File: src/rtl/alu_mul_seq_if.sv
// Launch/complete handshake and operand/result bus of the sequential Booth multiplier.
// The master launches multiplies; the slave (the multiplier) returns the split product.
interface alu_mul_seq_if #(
    parameter int WIDTH = 32
);
    logic             start;
    logic [WIDTH-1:0] multiplicand;
    logic [WIDTH-1:0] multiplier;
    logic             busy;
    logic             done;
    logic [WIDTH-1:0] product_hi;
    logic [WIDTH-1:0] product_lo;

    modport master (
        output start, multiplicand, multiplier,
        input  busy, done, product_hi, product_lo
    );

    modport slave (
        input  start, multiplicand, multiplier,
        output busy, done, product_hi, product_lo
    );
endinterface

File: src/rtl/alu_mul_seq.sv
// Sequential signed WIDTH x WIDTH multiplier, radix-2 Booth, one recoding step per clock.
// Product is published as hi/lo halves on the edge of the final step and held until the next one.
module alu_mul_seq #(
    parameter int WIDTH = 32
) (
    input  logic         clk,
    input  logic         rst_n,
    alu_mul_seq_if.slave bus
);
    localparam int CW = (WIDTH > 1) ? $clog2(WIDTH) : 1;

    localparam logic [1:0] ST_IDLE = 2'd0;
    localparam logic [1:0] ST_RUN  = 2'd1;
    localparam logic [1:0] ST_DONE = 2'd2;

    logic [1:0]       state_reg, state_next;
    logic [WIDTH:0]   m_reg;
    logic [WIDTH:0]   a_reg, a_next, a_sum;
    logic [WIDTH-1:0] q_reg, q_next;
    logic             qm1_reg, qm1_next;
    logic [CW-1:0]    cnt_reg;
    logic [WIDTH-1:0] hi_reg, lo_reg;
    logic             launch, last_step;

    assign launch    = bus.start && ((state_reg == ST_IDLE) || (state_reg == ST_DONE));
    assign last_step = (state_reg == ST_RUN) && (cnt_reg == CW'(WIDTH - 1));

    // Booth step: A is one bit wider than the operands so +/-M never overflows.
    always_comb begin
        a_sum = a_reg;
        case ({q_reg[0], qm1_reg})
            2'b01:   a_sum = a_reg + m_reg;
            2'b10:   a_sum = a_reg - m_reg;
            default: a_sum = a_reg;
        endcase
        a_next   = {a_sum[WIDTH], a_sum[WIDTH:1]};
        q_next   = {a_sum[0], q_reg[WIDTH-1:1]};
        qm1_next = q_reg[0];
    end

    always_comb begin
        state_next = state_reg;
        case (state_reg)
            ST_IDLE: if (bus.start) state_next = ST_RUN;
            ST_RUN:  if (last_step) state_next = ST_DONE;
            ST_DONE: state_next = bus.start ? ST_RUN : ST_IDLE;
            default: state_next = ST_IDLE;
        endcase
    end

    always_ff @(posedge clk or negedge rst_n) begin
        if (!rst_n) begin
            state_reg <= ST_IDLE;
            m_reg     <= '0;
            a_reg     <= '0;
            q_reg     <= '0;
            qm1_reg   <= 1'b0;
            cnt_reg   <= '0;
            hi_reg    <= '0;
            lo_reg    <= '0;
        end else begin
            state_reg <= state_next;
            if (launch) begin
                m_reg   <= {bus.multiplicand[WIDTH-1], bus.multiplicand};
                q_reg   <= bus.multiplier;
                a_reg   <= '0;
                qm1_reg <= 1'b0;
                cnt_reg <= '0;
            end else if (state_reg == ST_RUN) begin
                a_reg   <= a_next;
                q_reg   <= q_next;
                qm1_reg <= qm1_next;
                cnt_reg <= cnt_reg + 1'b1;
            end
            // The sign lives in A, so its low WIDTH bits are the upper product half.
            if (last_step) begin
                hi_reg <= a_next[WIDTH-1:0];
                lo_reg <= q_next;
            end
        end
    end

    assign bus.busy       = (state_reg == ST_RUN);
    assign bus.done       = (state_reg == ST_DONE);
    assign bus.product_hi = hi_reg;
    assign bus.product_lo = lo_reg;
endmodule

File: src/flat_wrapper.sv
// flat-port wrapper written by rule: the top's interface ports become plain ports
module alu_mul_seq_flat 
#(
    parameter int WIDTH = 32
)
  (clk, rst_n, bus_start, bus_multiplicand, bus_multiplier, bus_busy, bus_done, bus_product_hi, bus_product_lo);
  alu_mul_seq_if #(.WIDTH(WIDTH)) bus_i ();
  input  logic clk;
  input  logic rst_n;
  input wire logic [$bits(bus_i.start)-1:0] bus_start;
  input wire logic [$bits(bus_i.multiplicand)-1:0] bus_multiplicand;
  input wire logic [$bits(bus_i.multiplier)-1:0] bus_multiplier;
  output wire logic [$bits(bus_i.busy)-1:0] bus_busy;
  output wire logic [$bits(bus_i.done)-1:0] bus_done;
  output wire logic [$bits(bus_i.product_hi)-1:0] bus_product_hi;
  output wire logic [$bits(bus_i.product_lo)-1:0] bus_product_lo;
  assign bus_i.start = bus_start;
  assign bus_i.multiplicand = bus_multiplicand;
  assign bus_i.multiplier = bus_multiplier;
  assign bus_busy = bus_i.busy;
  assign bus_done = bus_i.done;
  assign bus_product_hi = bus_i.product_hi;
  assign bus_product_lo = bus_i.product_lo;
  alu_mul_seq #(.WIDTH(WIDTH)) u_core (.clk(clk), .rst_n(rst_n), .bus(bus_i));
endmodule
File: config.mk
export PLATFORM = sky130hd
export DESIGN_NAME = alu_mul_seq_flat
export DESIGN_NICKNAME = d
export VERILOG_FILES = /design/src/rtl/alu_mul_seq_if.sv /design/src/rtl/alu_mul_seq.sv /design/src/flat_wrapper.sv
export SDC_FILE = /design/constraint.sdc
export NUM_CORES = 1
export LEC_CHECK = 0
export BUFFER_PORTS_ARGS = -buffer_cell sky130_fd_sc_hd__buf_4
export CAP_MARGIN = 30
export CORE_MARGIN = 2
export CORE_UTILIZATION = 55
export DETAILED_ROUTE_END_ITERATION = 8
export GPL_TIMING_DRIVEN = 1
export PLACE_DENSITY = 0.78
export SLEW_MARGIN = 20
export SYNTH_ARGS = -nofsm -noshare
export SYNTH_HDL_FRONTEND = slang
export SYNTH_SLANG_ARGS = --single-unit
export TNS_END_PERCENT = 50
File: constraint.sdc
create_clock -name clk -period 5.1 [get_ports clk]
set_input_delay 0.51 -clock clk [delete_from_list [all_inputs] [get_ports clk]]
set_output_delay 0.51 -clock clk [all_outputs]
set_load 0.005 [all_outputs]
==> impl_metrics.yaml <==
status:
  outcome: "complete, no violations"
synth:
  synth_cell_types: 68
  synth_cells: 990
  ys.flop_type: "dfrtp_1"
  synth_fp_nets: 1094
  yosysSeqAreaShare_pct: 46.3
  synth_edf_count: 0
  synth-seq-cells: 168
  synth_area_sq_um: 9080
  synthArstFlopShare_pct: 100
  ys.warnings.count: 0
  synth.avg_cell_area_sq_um: 9.17
cts:
  ctsLongestPathBuffers: 2
  cts_tree: "done"
  htreeDepth: 4
  cts_resized: 0
  cts_sinks: 168
  hold_buffers: 0
  cts-buffers-inserted: 17
  postCtsSetupBuffers: 0
  cts_root_buf: "clkbuf_16"
  worstSkewPairLatency_ns: 0.44
  clkTransAtPathRegs_ns: 0.07
layout:
  nets: 1202
  antenna_cells: 0
  drive_gt1_share_pct: 21.3
  synthToLayoutAreaGrowth_pct: 19.6
global_routing:
  grt_pass1_vias: 7415
  grt_usage_pct: 25.9
  grt_pass1_wl_microns: 36800
  overflow: 0
  antenna_found_initial: 0
  grt_max_degree: 93
sta:
  fmax_ghz: 0.240
  finClkSkew_ns: 0.00960
  worst_pin_slew_ns: 0.864
  rsz0062_at_grt: "no"
  drv_slew: 0
  whs_ns: 0.00389
  max-slew-margin-rel_pct: 42.4
  setup_viol: 0
  finalCritPeriodShare_pct: 81.9
  tns_ns: 0
  finalHoldViolCount: 0
  finalCriticalPeriod_ns: 4.17
worst_setup_path:
  crit_required_ns: 5.41
  r2r-start: "u_core.m_reg[3]$_DFFE_PN0P_"
  path_class: "flop to flop"
  startpoint: "u_core.m_reg[3]$_DFFE_PN0P_"
  endpoint_kind: "flop"
  r2r_cells: 17
  path_max_fanout: 7
  endpoint: "u_core.a_reg[26]$_DFFE_PN0P_"
  startpoint_type: "flop"
  regToRegSetupSlack_ns: 0.93
  r2r_end: "u_core.a_reg[26]$_DFFE_PN0P_"
  cp_data_arrival_time_ns: 4.48
placed_design:
  io_buffers: 132
  gp_congestion: 0.925
  hpwl_microns: 15000
die:
  start_util_pct: 56.7
  coreArea_sq_um: 16000
  rows: 46
  die_x_microns: 132
  ios: 133
  chipHeight_microns: 132
  die_area_sq_um: 17500
route:
  drc: 0
  drtIter0Drc: 671
  antenna_left: 0
  num_vias: 7492
  routed_wl_microns: 22100
  dr.pass1.iters: 5
  wl_per_cell_microns: 16.6
  drt-vias-per-instance: 5.65
hold_path:
  hold_path_class: "input port to asynchronous set/reset pin"
run:
  cap_violations: 0
-- metrics by stage --
step / setup WS, ns / area (sq um) / instances / utilization (%)
floorplan: 1.32 / 9080 / 990 / -
global placement: 1.09 / 10200 / 1293 / 63.9
detailed placement: 0.953 / 10300 / 1294 / 64.1
CTS: 0.922 / 10800 / 1326 / 67.7
global route: 0.592 / 10900 / 1327 / 67.9
finish: 0.925 / 10900 / 1327 / 67.9
-- critical path: stages (launching register included) --
cell,delay (ns)
dfrtp_1,0.42
nor3_1,0.39
nand2_1,0.12
or2_2,0.30
nor3_1,0.17
buf_4,0.17
nor2_1,0.05
xnor2_1,0.17
ha_1,0.37
nand2_1,0.10
o21ai_1,0.09
or4_1,0.43
a41o_1,0.25
a21oi_2,0.27
o21bai_1,0.18
a211oi_1,0.33
o31a_1,0.18
o21ai_0,0.08
-- layout make-up --
cell class              instances  area, sq um
fillers                      1322         5140
multi-input cells             750         4610
flip-flops and latches        168         4200
repair buffers                145         1130
clock buffers                  17          425
well taps                     216          270
clock inverters                15          155
inverters                      16         60.1
-- synth_stat cells (15+ instances only) --
cell,instances,area (sq um)
nand2_1,236,886
dfrtp_1,168,4200
o21ai_0,87,435
a21oi_1,54,270
nor2_1,50,188
clkbuf_1,45,169
xnor2_1,41,359
ha_1,36,450
mux2_2,36,405
a22oi_1,34,255
a21o_1,16,120
inv_1,15,56.3
xor2_1,15,131
-- layout by cell type (no fill, tap or decap), drive strengths merged, types with 15 or more instances in the layout --
cell type / instances
inv: 24
o21ai: 95
dfrtp: 168
ha: 36
a21oi: 56
a21o: 16
clkbuf: 17
mux2: 36
a22oi: 34
buf: 145
xnor2: 41
nor2: 51
nand2: 236
xor2: 15
-- logic make-up (layout without fill, tap and decap cells) --
family	count (synthesis)	count (layout)	synth area share, %
and+or+nand+nor	364	364	17.4
AOI/OAI and AO/OA	247	247	17.0
DFF	168	168	46.3
buffers and inverters	72	193	3.16
xor gates and xnor gates	56	56	5.40
muxes	46	46	5.57
adders and majority gates	37	37	5.18
-- worst min path at each step --
stage,from,end,slack (ns),cells past startpoint
after floorplan,rst_n,u_core.a_reg[0]$_DFFE_PN0P_,0.21,0
after global placement,u_core.bus.product_hi[7]$_DFFE_PN0P_,u_core.bus.product_hi[7]$_DFFE_PN0P_,0.46,2
after detailed placement,u_core.bus.product_hi[22]$_DFFE_PN0P_,u_core.bus.product_hi[22]$_DFFE_PN0P_,0.47,2
after CTS,rst_n,u_core.bus.product_hi[4]$_DFFE_PN0P_,0.03,1
after global routing,rst_n,u_core.bus.product_hi[4]$_DFFE_PN0P_,0.05,1
final,rst_n,u_core.a_reg[3]$_DFFE_PN0P_,0.004,1
-- per-layer routing --
| metal | global-route usage [%] | vias to the layer above | routed length, microns |
|---|---|---|---|
| met3 | 6.63 | 37 | 1470 |
| met1 | 35.5 | 3578 | 9940 |
| met2 | 40.1 | 224 | 10200 |
| li1 | - | 3653 | - |
| met5 | 0 | - | 0 |
| met4 | 9.32 | 0 | 478 |
Power is left out: the tool's default activity adds up to more than one toggle a clock period on the data nets, which glitch-free logic cannot reach.
